**src/rtl/sr194_sequencer_if.sv**
```systemverilog
// Command request channel for sr194_sequencer: valid/ready handshake carrying op, data and shift count.
// The requester side uses the master modport, the sequencer uses slave.
interface sr194_sequencer_if #(
   parameter int DATA_W = 4,
   parameter int CNT_W  = 3
);
   logic              valid;
   logic              ready;
   logic [2:0]        op;
   logic [DATA_W-1:0] data;
   logic [CNT_W-1:0]  cnt;

   modport master (output valid, output op, output data, output cnt, input ready);
   modport slave  (input valid, input op, input data, input cnt, output ready);
endinterface

```
**src/rtl/sr194_sequencer.sv**
```systemverilog
// Command sequencer for a 74194-style universal shift register: drives MR/S/D/DSR/DSL/CE per command.
// Optional second requester with round-robin arbitration when SR194_SEQ_ARB2_EN is defined.
module sr194_sequencer #(
   parameter int DATA_W     = 4,
   parameter int CNT_W      = 3,
   parameter int CLR_CYCLES = 1
) (
   input  logic              sysclk,
   input  logic              sysreset,
   sr194_sequencer_if.slave  req,
`ifdef SR194_SEQ_ARB2_EN
   sr194_sequencer_if.slave  req2,
   output logic              gnt,
`endif
   input  logic [DATA_W-1:0] q_fb,
   output logic              sr_mr,
   output logic [1:0]        sr_s,
   output logic [DATA_W-1:0] sr_d,
   output logic              sr_dsr,
   output logic              sr_dsl,
   output logic              sr_ce,
   output logic              busy,
   output logic              done
);

   localparam int CLR_W = $clog2(CLR_CYCLES + 1);
   localparam logic [CLR_W-1:0] CLR_LOAD = CLR_W'(CLR_CYCLES);

   typedef enum logic [2:0] {
      OP_NOP, OP_CLEAR, OP_LOAD, OP_SHR, OP_SHL, OP_ROTR, OP_ROTL, OP_NOP7
   } op_e;

   typedef enum logic [2:0] {IDLE, CLR, LOAD, SHIFT, FIN} state_e;

   state_e            state, state_n;
   op_e               op_r, op_n;
   logic [DATA_W-1:0] data_r, data_n;
   logic              fill_r, fill_n;
   logic [CNT_W-1:0]  cnt_r, cnt_n;
   logic [CLR_W-1:0]  clr_r, clr_n;

   logic              rdy_r, rdy_n;
   logic              mr_n, ce_n, busy_n, done_n;
   logic [1:0]        s_n;
   logic [DATA_W-1:0] d_n;
   logic              dsr_r, dsr_n, dsl_r, dsl_n;
   logic              rotr_r, rotr_n, rotl_r, rotl_n;
   logic              q_msb, q_lsb;

   logic              sel_valid;
   logic [2:0]        sel_op;
   logic [DATA_W-1:0] sel_data;
   logic [CNT_W-1:0]  sel_cnt;
   logic              accept;

`ifdef SR194_SEQ_ARB2_EN
   logic last_r, pick;

   // last_r resets to 1 so requester 1 wins the first simultaneous request
   always_comb begin
      pick = 1'b0;
      if (req.valid && req2.valid) pick = ~last_r;
      else if (req2.valid)         pick = 1'b1;
      sel_valid = pick ? req2.valid : req.valid;
      sel_op    = pick ? req2.op    : req.op;
      sel_data  = pick ? req2.data  : req.data;
      sel_cnt   = pick ? req2.cnt   : req.cnt;
   end

   assign req.ready  = rdy_r & ~pick;
   assign req2.ready = rdy_r & pick;

   always_ff @(posedge sysclk or posedge sysreset) begin
      if (sysreset) begin
         gnt    <= 1'b0;
         last_r <= 1'b1;
      end else if (accept) begin
         gnt    <= pick;
         last_r <= pick;
      end
   end
`else
   always_comb begin
      sel_valid = req.valid;
      sel_op    = req.op;
      sel_data  = req.data;
      sel_cnt   = req.cnt;
   end

   assign req.ready = rdy_r;
`endif

   // rdy_r is only ever high in IDLE, so accept implies IDLE
   assign accept = rdy_r & sel_valid;

   always_comb begin
      state_n = state;
      op_n    = op_r;
      data_n  = data_r;
      fill_n  = fill_r;
      cnt_n   = cnt_r;
      clr_n   = clr_r;
      unique case (state)
         IDLE: begin
            if (accept) begin
               op_n   = op_e'(sel_op);
               data_n = sel_data;
               fill_n = sel_data[0];
               cnt_n  = sel_cnt;
               clr_n  = CLR_LOAD;
               case (op_n)
                  OP_CLEAR: state_n = CLR;
                  OP_LOAD:  state_n = LOAD;
                  OP_SHR, OP_SHL, OP_ROTR, OP_ROTL:
                     state_n = (sel_cnt == '0) ? FIN : SHIFT;
                  default:  state_n = FIN;
               endcase
            end
         end
         CLR: begin
            clr_n = clr_r - CLR_W'(1);
            if (clr_r <= CLR_W'(1)) state_n = FIN;
         end
         LOAD: state_n = FIN;
         SHIFT: begin
            if (cnt_r != '0) cnt_n = cnt_r - CNT_W'(1);
            if (cnt_r <= CNT_W'(1)) state_n = FIN;
         end
         FIN:     state_n = IDLE;
         default: state_n = IDLE;
      endcase
   end

   // Pin values are decoded from the next state so they appear registered in the state they belong to
   always_comb begin
      mr_n   = (state_n != CLR);
      ce_n   = (state_n == LOAD) || (state_n == SHIFT);
      s_n    = 2'b00;
      if (state_n == LOAD) s_n = 2'b11;
      else if (state_n == SHIFT) s_n = (op_n == OP_SHR || op_n == OP_ROTR) ? 2'b01 : 2'b10;
      d_n    = (state_n == LOAD) ? data_n : '0;
      dsr_n  = (state_n == SHIFT) && (op_n == OP_SHR) && fill_n;
      dsl_n  = (state_n == SHIFT) && (op_n == OP_SHL) && fill_n;
      rotr_n = (state_n == SHIFT) && (op_n == OP_ROTR);
      rotl_n = (state_n == SHIFT) && (op_n == OP_ROTL);
      busy_n = (state_n != IDLE);
      done_n = (state_n == FIN);
      rdy_n  = (state_n == IDLE);
   end

   always_ff @(posedge sysclk or posedge sysreset) begin
      if (sysreset) begin
         state  <= IDLE;
         op_r   <= OP_NOP;
         data_r <= '0;
         fill_r <= 1'b0;
         cnt_r  <= '0;
         clr_r  <= '0;
         rdy_r  <= 1'b0;
         sr_mr  <= 1'b1;
         sr_s   <= 2'b00;
         sr_d   <= '0;
         dsr_r  <= 1'b0;
         dsl_r  <= 1'b0;
         rotr_r <= 1'b0;
         rotl_r <= 1'b0;
         sr_ce  <= 1'b0;
         busy   <= 1'b0;
         done   <= 1'b0;
      end else begin
         state  <= state_n;
         op_r   <= op_n;
         data_r <= data_n;
         fill_r <= fill_n;
         cnt_r  <= cnt_n;
         clr_r  <= clr_n;
         rdy_r  <= rdy_n;
         sr_mr  <= mr_n;
         sr_s   <= s_n;
         sr_d   <= d_n;
         dsr_r  <= dsr_n;
         dsl_r  <= dsl_n;
         rotr_r <= rotr_n;
         rotl_r <= rotl_n;
         sr_ce  <= ce_n;
         busy   <= busy_n;
         done   <= done_n;
      end
   end

   // Rotate feedback taps the register outputs combinationally
   assign q_msb  = |(q_fb & {1'b1, {(DATA_W-1){1'b0}}});
   assign q_lsb  = |(q_fb & DATA_W'(1));
   assign sr_dsr = rotr_r ? q_msb : dsr_r;
   assign sr_dsl = rotl_r ? q_lsb : dsl_r;

endmodule

```
**src/flat_wrapper.sv**
```systemverilog
// flat-port wrapper written by rule: the top's interface ports become plain ports
module sr194_sequencer_flat 
#(
   parameter int DATA_W     = 4,
   parameter int CNT_W      = 3,
   parameter int CLR_CYCLES = 1
)
  (sysclk, sysreset, q_fb, sr_mr, sr_s, sr_d, sr_dsr, sr_dsl, sr_ce, busy, done, req_valid, req_op, req_data, req_cnt, req_ready);
  sr194_sequencer_if #(.DATA_W(DATA_W), .CNT_W(CNT_W)) req_i ();
  input  logic sysclk;
  input  logic sysreset;
  input  logic [DATA_W-1:0] q_fb;
  output logic sr_mr;
  output logic [1:0] sr_s;
  output logic [DATA_W-1:0] sr_d;
  output logic sr_dsr;
  output logic sr_dsl;
  output logic sr_ce;
  output logic busy;
  output logic done;
  input wire logic [$bits(req_i.valid)-1:0] req_valid;
  input wire logic [$bits(req_i.op)-1:0] req_op;
  input wire logic [$bits(req_i.data)-1:0] req_data;
  input wire logic [$bits(req_i.cnt)-1:0] req_cnt;
  output wire logic [$bits(req_i.ready)-1:0] req_ready;
  assign req_i.valid = req_valid;
  assign req_i.op = req_op;
  assign req_i.data = req_data;
  assign req_i.cnt = req_cnt;
  assign req_ready = req_i.ready;
  sr194_sequencer #(.DATA_W(DATA_W), .CNT_W(CNT_W), .CLR_CYCLES(CLR_CYCLES)) u_core (.sysclk(sysclk), .sysreset(sysreset), .req(req_i), .q_fb(q_fb), .sr_mr(sr_mr), .sr_s(sr_s), .sr_d(sr_d), .sr_dsr(sr_dsr), .sr_dsl(sr_dsl), .sr_ce(sr_ce), .busy(busy), .done(done));
endmodule
```
**config.mk**
```make
export PLATFORM = sky130hd
export DESIGN_NAME = sr194_sequencer_flat
export DESIGN_NICKNAME = d
export VERILOG_FILES = /design/src/rtl/sr194_sequencer_if.sv /design/src/rtl/sr194_sequencer.sv /design/src/flat_wrapper.sv
export SDC_FILE = /design/constraint.sdc
export NUM_CORES = 1
export LEC_CHECK = 0
export CAP_MARGIN = 0
export CORE_MARGIN = 4
export CORE_UTILIZATION = 45
export DETAILED_ROUTE_END_ITERATION = 12
export PLACE_DENSITY = 0.79
export SLEW_MARGIN = 15
export SYNTH_ARGS = -nofsm -noshare
export SYNTH_HDL_FRONTEND = slang
export SYNTH_SLANG_ARGS = --single-unit
```
**constraint.sdc**
```tcl
create_clock -name sysclk -period 2 [get_ports sysclk]
set_input_delay 0.3 -clock sysclk [delete_from_list [all_inputs] [get_ports sysclk]]
set_output_delay 0.3 -clock sysclk [all_outputs]
set_load 0.02 [all_outputs]
```
# [Word-level counts from Yosys, hierarchy flattened]
# Index checks and enable logic that the tools add are counted.
[op_classes] addsub=2 order_cmp=2 eq_ne=19 mux=23 bitwise_logic=1 reduce_logical=18
[ops] op="$mux W3" count=8
[ops] op="$eq A3 B2 Y1 const B" count=7
[ops] op="$eq A3 B3 Y1 const B" count=7
[ops] op="$mux W4" count=3
[ops] op="$pmux W3 S4" count=1
[ops] op="$logic_not A3 Y1" count=3
[ops] op="$pmux W3 S3" count=1
[ops] op="$eq A3 B1 Y1 const B" count=2
[ops] op="$logic_and A1 B1 Y1" count=6
[ops] op="$mux W2" count=3
[ops] op="$pmux W3 S2" count=1
[ops] op="$reduce_bool A3 Y1" count=2
[ops] op="$mux W1" count=5
[ops] op="$ne A2 B1 Y1 const B" count=2
[ops] op="$reduce_bool A2 Y1" count=2
[ops] op="$reduce_or A4 Y1" count=1
[ops] op="$le A3 B1 Y1 const B" count=1
[ops] op="$ne A3 B1 Y1 const B" count=1
[ops] op="$reduce_and A3 Y1" count=1
[ops] op="$sub A3 B1 Y3 const B" count=1
[ops] op="$logic_or A1 B1 Y1" count=2
[ops] op="$pmux W1 S2" count=1
[ops] op="$reduce_and A2 Y1" count=1
[ops] op="$and A1 B1 Y1" count=1
[ops] op="other kinds (2)" count=2
[totals] ff_bits=30 input_bits=17 out_inout_bits=13 wordCells=82

# [Longest topological paths before layout]
[logic_depth] word_depth=8 ltp_mapped=6 depth_no_buf=6

# [Worst setup path after synthesis]
# Ideal clock, no wire load.
[synth_timing] path_type="reg2reg" startpoint="register u_core.state[0]" endpoint="register u_core.rotl_r" setup_ps=111 t_arrival_ps=1489 required_ps=1889 slack_ps=400 path_stages_with_launch=6 path_buffers=1 synth_period_minus_slack_ps=1600 cell_sequence="dfrtp_1 or3_1 buf_6 nor4_4 nor2_1 a2111oi_2"
[synth_via] elab_chain_len=4 elab_cells_between_ends=12 cone_classes="5 x eq/ne; 5 x mux; 2 x reduce/logical"
[synth_rtl] element="start, declared" line_no="sr194_sequencer.sv:35" text="state_e state, state_n;"
[synth_rtl] element="start signal, assigned" line_no="sr194_sequencer.sv:171" text="state <= state_n;"
[synth_rtl] element="$eq A3 B2 Y1, or another cell as far along" line_no="sr194_sequencer.sv:103" text="unique case (state)"
[synth_rtl] element="$pmux W3 S4 or $mux W3 (tied branches)" line_no="sr194_sequencer.sv:103"
[synth_rtl] element="$eq A3 B2 Y1 or $eq A3 B3 Y1 (tied branches)" line_no="sr194_sequencer.sv:145" text="rotl_n = (state_n == SHIFT) && (op_n == OP_ROTL);"
[synth_rtl] element="$logic_and A1 B1 Y1 (*)" line_no="sr194_sequencer.sv:145"
[synth_rtl] element="named net u_core.rotl_n" line_no="sr194_sequencer.sv:47" text="logic rotr_r, rotr_n, rotl_r, rotl_n;"
[synth_rtl] element="end signal, assigned" line_no="sr194_sequencer.sv:184" text="rotl_r <= rotl_n;"
[synth_rtl] element="end, declared" line_no="sr194_sequencer.sv:47"
# Mark *: on every way through the listed nets, which the timed path passes. The rest lies on a longest branch.
# A chain may end at the register's enable or synchronous reset.

# [Final worst setup path]
[layout_timing] startpoint="register u_core.rotr_r" endpoint="output port sr_dsr"
[layout_via] elab_chain_len=1
[layout_rtl] element="start, declared" line_no="sr194_sequencer.sv:47"
[layout_rtl] element="start signal, assigned" line_no="sr194_sequencer.sv:183" text="rotr_r <= rotr_n;"
[layout_rtl] element="$mux W1" line_no="sr194_sequencer.sv:194" text="assign sr_dsr = rotr_r ? q_msb : dsr_r;"
[layout_rtl] element="end, declared" line_no="flat_wrapper.sv:16" text="output logic sr_dsr;"
# Every way passes these cells.

==> impl_summary.md <==
Run status
The flow ran to the end, and the final reports show no timing, DRC or antenna violations.

Logic synthesis
The number of synthesized register bits is 25. The dominant register cell in the synthesized netlist is sky130_fd_sc_hd__dfrtp_1. Summing the sequential cell areas from Yosys gives 46.69% of the chip area. Synthesis handed over a netlist of 132 instances. Of all cell types, the one taking the most synthesized area is sky130_fd_sc_hd__dfrtp_1.

Counting flops with an async set or reset pin after synthesis yields a share of 100.0%. The cell area after synthesis is 0.001343 mm2. After synthesis, the mean cell area works out to 10.17 um2.

The share of synthesized area in the top cell type comes to 44.73%. The number of distinct standard cells referenced by the synthesized netlist is 40. Counting flops with a built-in enable in the synthesized netlist gives 0. Yosys printed 0 warnings. In the post-synthesis netlist, the biggest area contributors are sky130_fd_sc_hd__dfrtp_1 (45%), sky130_fd_sc_hd__a21oi_1 (3.4%), sky130_fd_sc_hd__inv_1 (3.4%).

The synthesized net count is 152.

Clock network
In this run the number of H-tree levels came out at 1. The count of instances resized after the clock tree is built is 0. The number of buffers added for setup after CTS is 0. The root buffer cell is sky130_fd_sc_hd__clkbuf_4.

The hold buffer count at CTS is 0. The clock transition at the registers of the reported paths is 0.14 ns. The clock insertion delay at the later pin of the skew report is 0.32 ns. The number of clock sinks is 25.

The clock passes through at most 2 buffers. The TritonCTS clock tree is built. Buffers inserted during clock tree synthesis total 3.

Setup path
The kind of capture point of the worst setup path is an output port. The arrival time of data at the critical path endpoint is 1.54 ns. The kind of critical path is reg2out. The worst setup path is launched from a flip-flop.

For the worst setup path, the data required time is 1.70 ns. Along the worst path, the maximum fanout reaches 1.

Detailed routing
The ratio of routed vias to standard cells is 5.688. The detailed router's first-iteration violation count is 41. In the final routed layout, each cell accounts on average for 15.31 um. The number of remaining DRC errors is 0.

The pre-antenna-repair detailed-routing pass consisted of 4 iterations. The total via count after detailed routing is 1149. The final routed wirelength across all metal layers is 3.092 mm. The antenna violation net count after detailed routing is 0.

Final layout
Of the cells placed in the final design, the portion with a size suffix greater than 1 is 16.96%. The area added between synthesis and finish is 30.10%. The multi-input combinational cells in the finished layout cover a total of 626.9 um2. The sequential cells in the finished layout cover a total of 626.9 um2. The count of inserted antenna diode cells is 0. The utilization after layout is 62.27%. The number of nets in the layout is 192. After filler insertion, the fill cell instance count of the layout stands at 237.

STA
The number of pins exceeding their max-slew limit in the final report came to 0. The clock arrives with 0.009874 ns of skew. Setup repair after global routing left no endpoint under its margin. Adding up every negative setup slack in the final design gives 0 ns.

The max-slew headroom at the worst pin is 70.63%. The maximum operating frequency is 0.5448 GHz. The shortest period the worst path allows is 1.836 ns. The final critical path takes up 91.78% of the cycle.

The number of hold violations in the final report is 0. Hold timing on the final database bottoms out at a slack of 0.3144 ns. The count of final setup violators is 0. For the pin with the worst max-slew slack, the measured transition is 0.4395 ns.

Power and ir drop
Of the total power, combinational logic draws 49.8%. The clock network burns 11.9% of the power. The largest vdd supply drop is 0.7547 mV.

The cell area power density is 1101 mW/mm2. The share of total power in sequential cells is 38.3%. In this run switching power makes up 41.20% of total power. The switching power summed over all nets is 0.7920 mW. The cell-internal power is 1.131 mW. In this run the static leakage power is 0.8069 nW.

Min path
The type of the worst min-delay path is in2async.

Die
The number of top-level pins is 30. In this run the core area contains 19 standard-cell rows. The initial core utilization is 47.86%. The floorplan core area is 0.002805 mm2.

The floorplan step set the die height to 62.62 um. The die covers 0.003921 mm2. The floorplan step set the die width to 62.62 um.

Placed design
The congestion estimate from routability-driven global placement came to 0.8718. Input and output buffers added on the ports amount to 27. Detailed placement finished with a half-perimeter wire length of 2.377 mm.

GRT
Global routing finished with a remaining overflow of 0. Entering global routing, the biggest net connects 26 pins. The number of antenna violations at the first check in global routing is 0.

The number of global-route vias before repair is 1137. The first global-routing pass estimated 5.306 mm of wire. Global routing used 16.83% of the available tracks across all layers.

Run
Across the run, the number of max-cap violations was 0.
Yosys cell counts (2+ instances only):
cell                       number
sky130_fd_sc_hd__a21oi_1        9
sky130_fd_sc_hd__mux2i_1        2
sky130_fd_sc_hd__and2_1         4
sky130_fd_sc_hd__buf_6          2
sky130_fd_sc_hd__ha_1           3
sky130_fd_sc_hd__o21ai_1        2
sky130_fd_sc_hd__nand2_1       10
sky130_fd_sc_hd__o21ai_0        4
sky130_fd_sc_hd__inv_1         12
sky130_fd_sc_hd__nor2_1         7
sky130_fd_sc_hd__xor2_1         3
sky130_fd_sc_hd__buf_2          2
sky130_fd_sc_hd__o211a_1        2
sky130_fd_sc_hd__nor4_1         3
sky130_fd_sc_hd__mux2_2         3
sky130_fd_sc_hd__clkbuf_1       3
sky130_fd_sc_hd__o211ai_1       3
sky130_fd_sc_hd__and4_1         4
sky130_fd_sc_hd__dfrtp_1       24
sky130_fd_sc_hd__or3_1          2
sky130_fd_sc_hd__nor3_1         6
sky130_fd_sc_hd__nand3b_1       2
sky130_fd_sc_hd__a211oi_1       2
sky130_fd_sc_hd__a41oi_1        2
cells in the final DEF (no fill, tap or decap), drive strengths merged, types with 2 or more instances in the layout:
| cell | n |
|---|---|
| a2111oi | 2 |
| a211oi | 2 |
| a41oi | 2 |
| nand3b | 2 |
| mux2 | 3 |
| nor2 | 8 |
| o211ai | 3 |
| dfrtp | 24 |
| and4 | 4 |
| inv | 12 |
| o211a | 2 |
| nand2 | 11 |
| ha | 3 |
| nor4 | 4 |
| a21oi | 9 |
| and2 | 4 |
| or3 | 2 |
| mux2i | 2 |
| clkbuf | 4 |
| nor3 | 7 |
| buf | 15 |
| clkdlybuf4s50 | 27 |
| o21ai | 6 |
| xor2 | 3 |
cells by family (layout without fill, tap and decap cells):
kind of cell               count (synthesis)  after routing  synth area share [%]
and+or+nand+nor                           44             44                 19.11
AOI/OAI and AO/OA                         32             32                 18.17
DFF                                       25             25                 46.69
buffers and inverters                     19             58                 6.617
muxes                                      5              5                 4.007
xor gates and xnor gates                   4              4                 2.610
adders and majority gates                  3              3                 2.796
final timing paths:
kind	from	end	slack, ns	depth (start not counted)
worst max-delay path	u_core.rotr_r$_DFF_PP0_	sr_dsr	0.16	2
worst min-delay path	sysreset	u_core.dsr_r$_DFF_PP0_	0.31	3
worst max register to register	u_core.state[0]$_DFF_PP0_	u_core.sr_s[1]$_DFF_PP0_	0.23	5
worst min register to register	u_core.fill_r$_DFF_PP0_	u_core.fill_r$_DFF_PP0_	0.54	2
max in group asynchronous	sysreset	u_core.sr_mr$_DFF_PP1_	1.39	3
min in group sysclk	u_core.fill_r$_DFF_PP0_	u_core.fill_r$_DFF_PP0_	0.54	2
sequential cells by signal (all words and copies together) (netlist names):
register	count
u_core.busy	1
u_core.sr_mr	1
u_core.sr_ce	1
u_core.cnt_r	3
u_core.dsl_r	1
u_core.done	1
u_core.rotl_r	1
u_core.req.ready	1
u_core.fill_r	1
u_core.dsr_r	1
u_core.sr_s	2
u_core.state	3
u_core.rotr_r	1
u_core.op_r	3
u_core.sr_d	4
critical path, stage by stage (launching register included):
cell and delay (ns):
sky130_fd_sc_hd__dfrtp_1 0.36, sky130_fd_sc_hd__mux2_2 0.32, sky130_fd_sc_hd__clkdlybuf4s50_1 0.53
metrics by stage:
stage | cells | cell area [um2] | setup slack (ns) | total power, mW
finish | 202 | 1747 | 0.1643 | 1.923
global route | 202 | 1747 | 0.07711 | 2.063
CTS | 202 | 1747 | 0.1525 | 1.930
detailed placement | 198 | 1720 | 0.07032 | 1.696
global placement | 198 | 1720 | 0.1030 | 1.647
floorplan | 132 | 1343 | 0.3995 | 1.384
cell type report:
class / count / area share [%]
Tap cell: 31 / 2.221
Multi-Input combinational cell: 88 / 35.89
Timing Repair Buffer: 42 / 21.92
Inverter: 12 / 2.579
Clock buffer: 4 / 1.504
Sequential cell: 25 / 35.89
layer usage:
metal	global-route usage (%)	up-vias	part of all wire (%)
met5	0	-	0
li1	-	546	-
met3	3.597	10	6.4
met1	20.27	543	42
met4	9.091	0	3.2
met2	27.96	50	48
power by group through the flow:
stage	Clock, mW	Combinational (mW)	Sequential, mW
floorplan	0	0.582	0.802
global placement	0	0.907	0.740
detailed placement	0	0.946	0.750
CTS	0.239	0.952	0.739
global route	0.255	1.05	0.760
finish	0.228	0.957	0.737
Note: power is estimated with default switching activity, not from simulation.
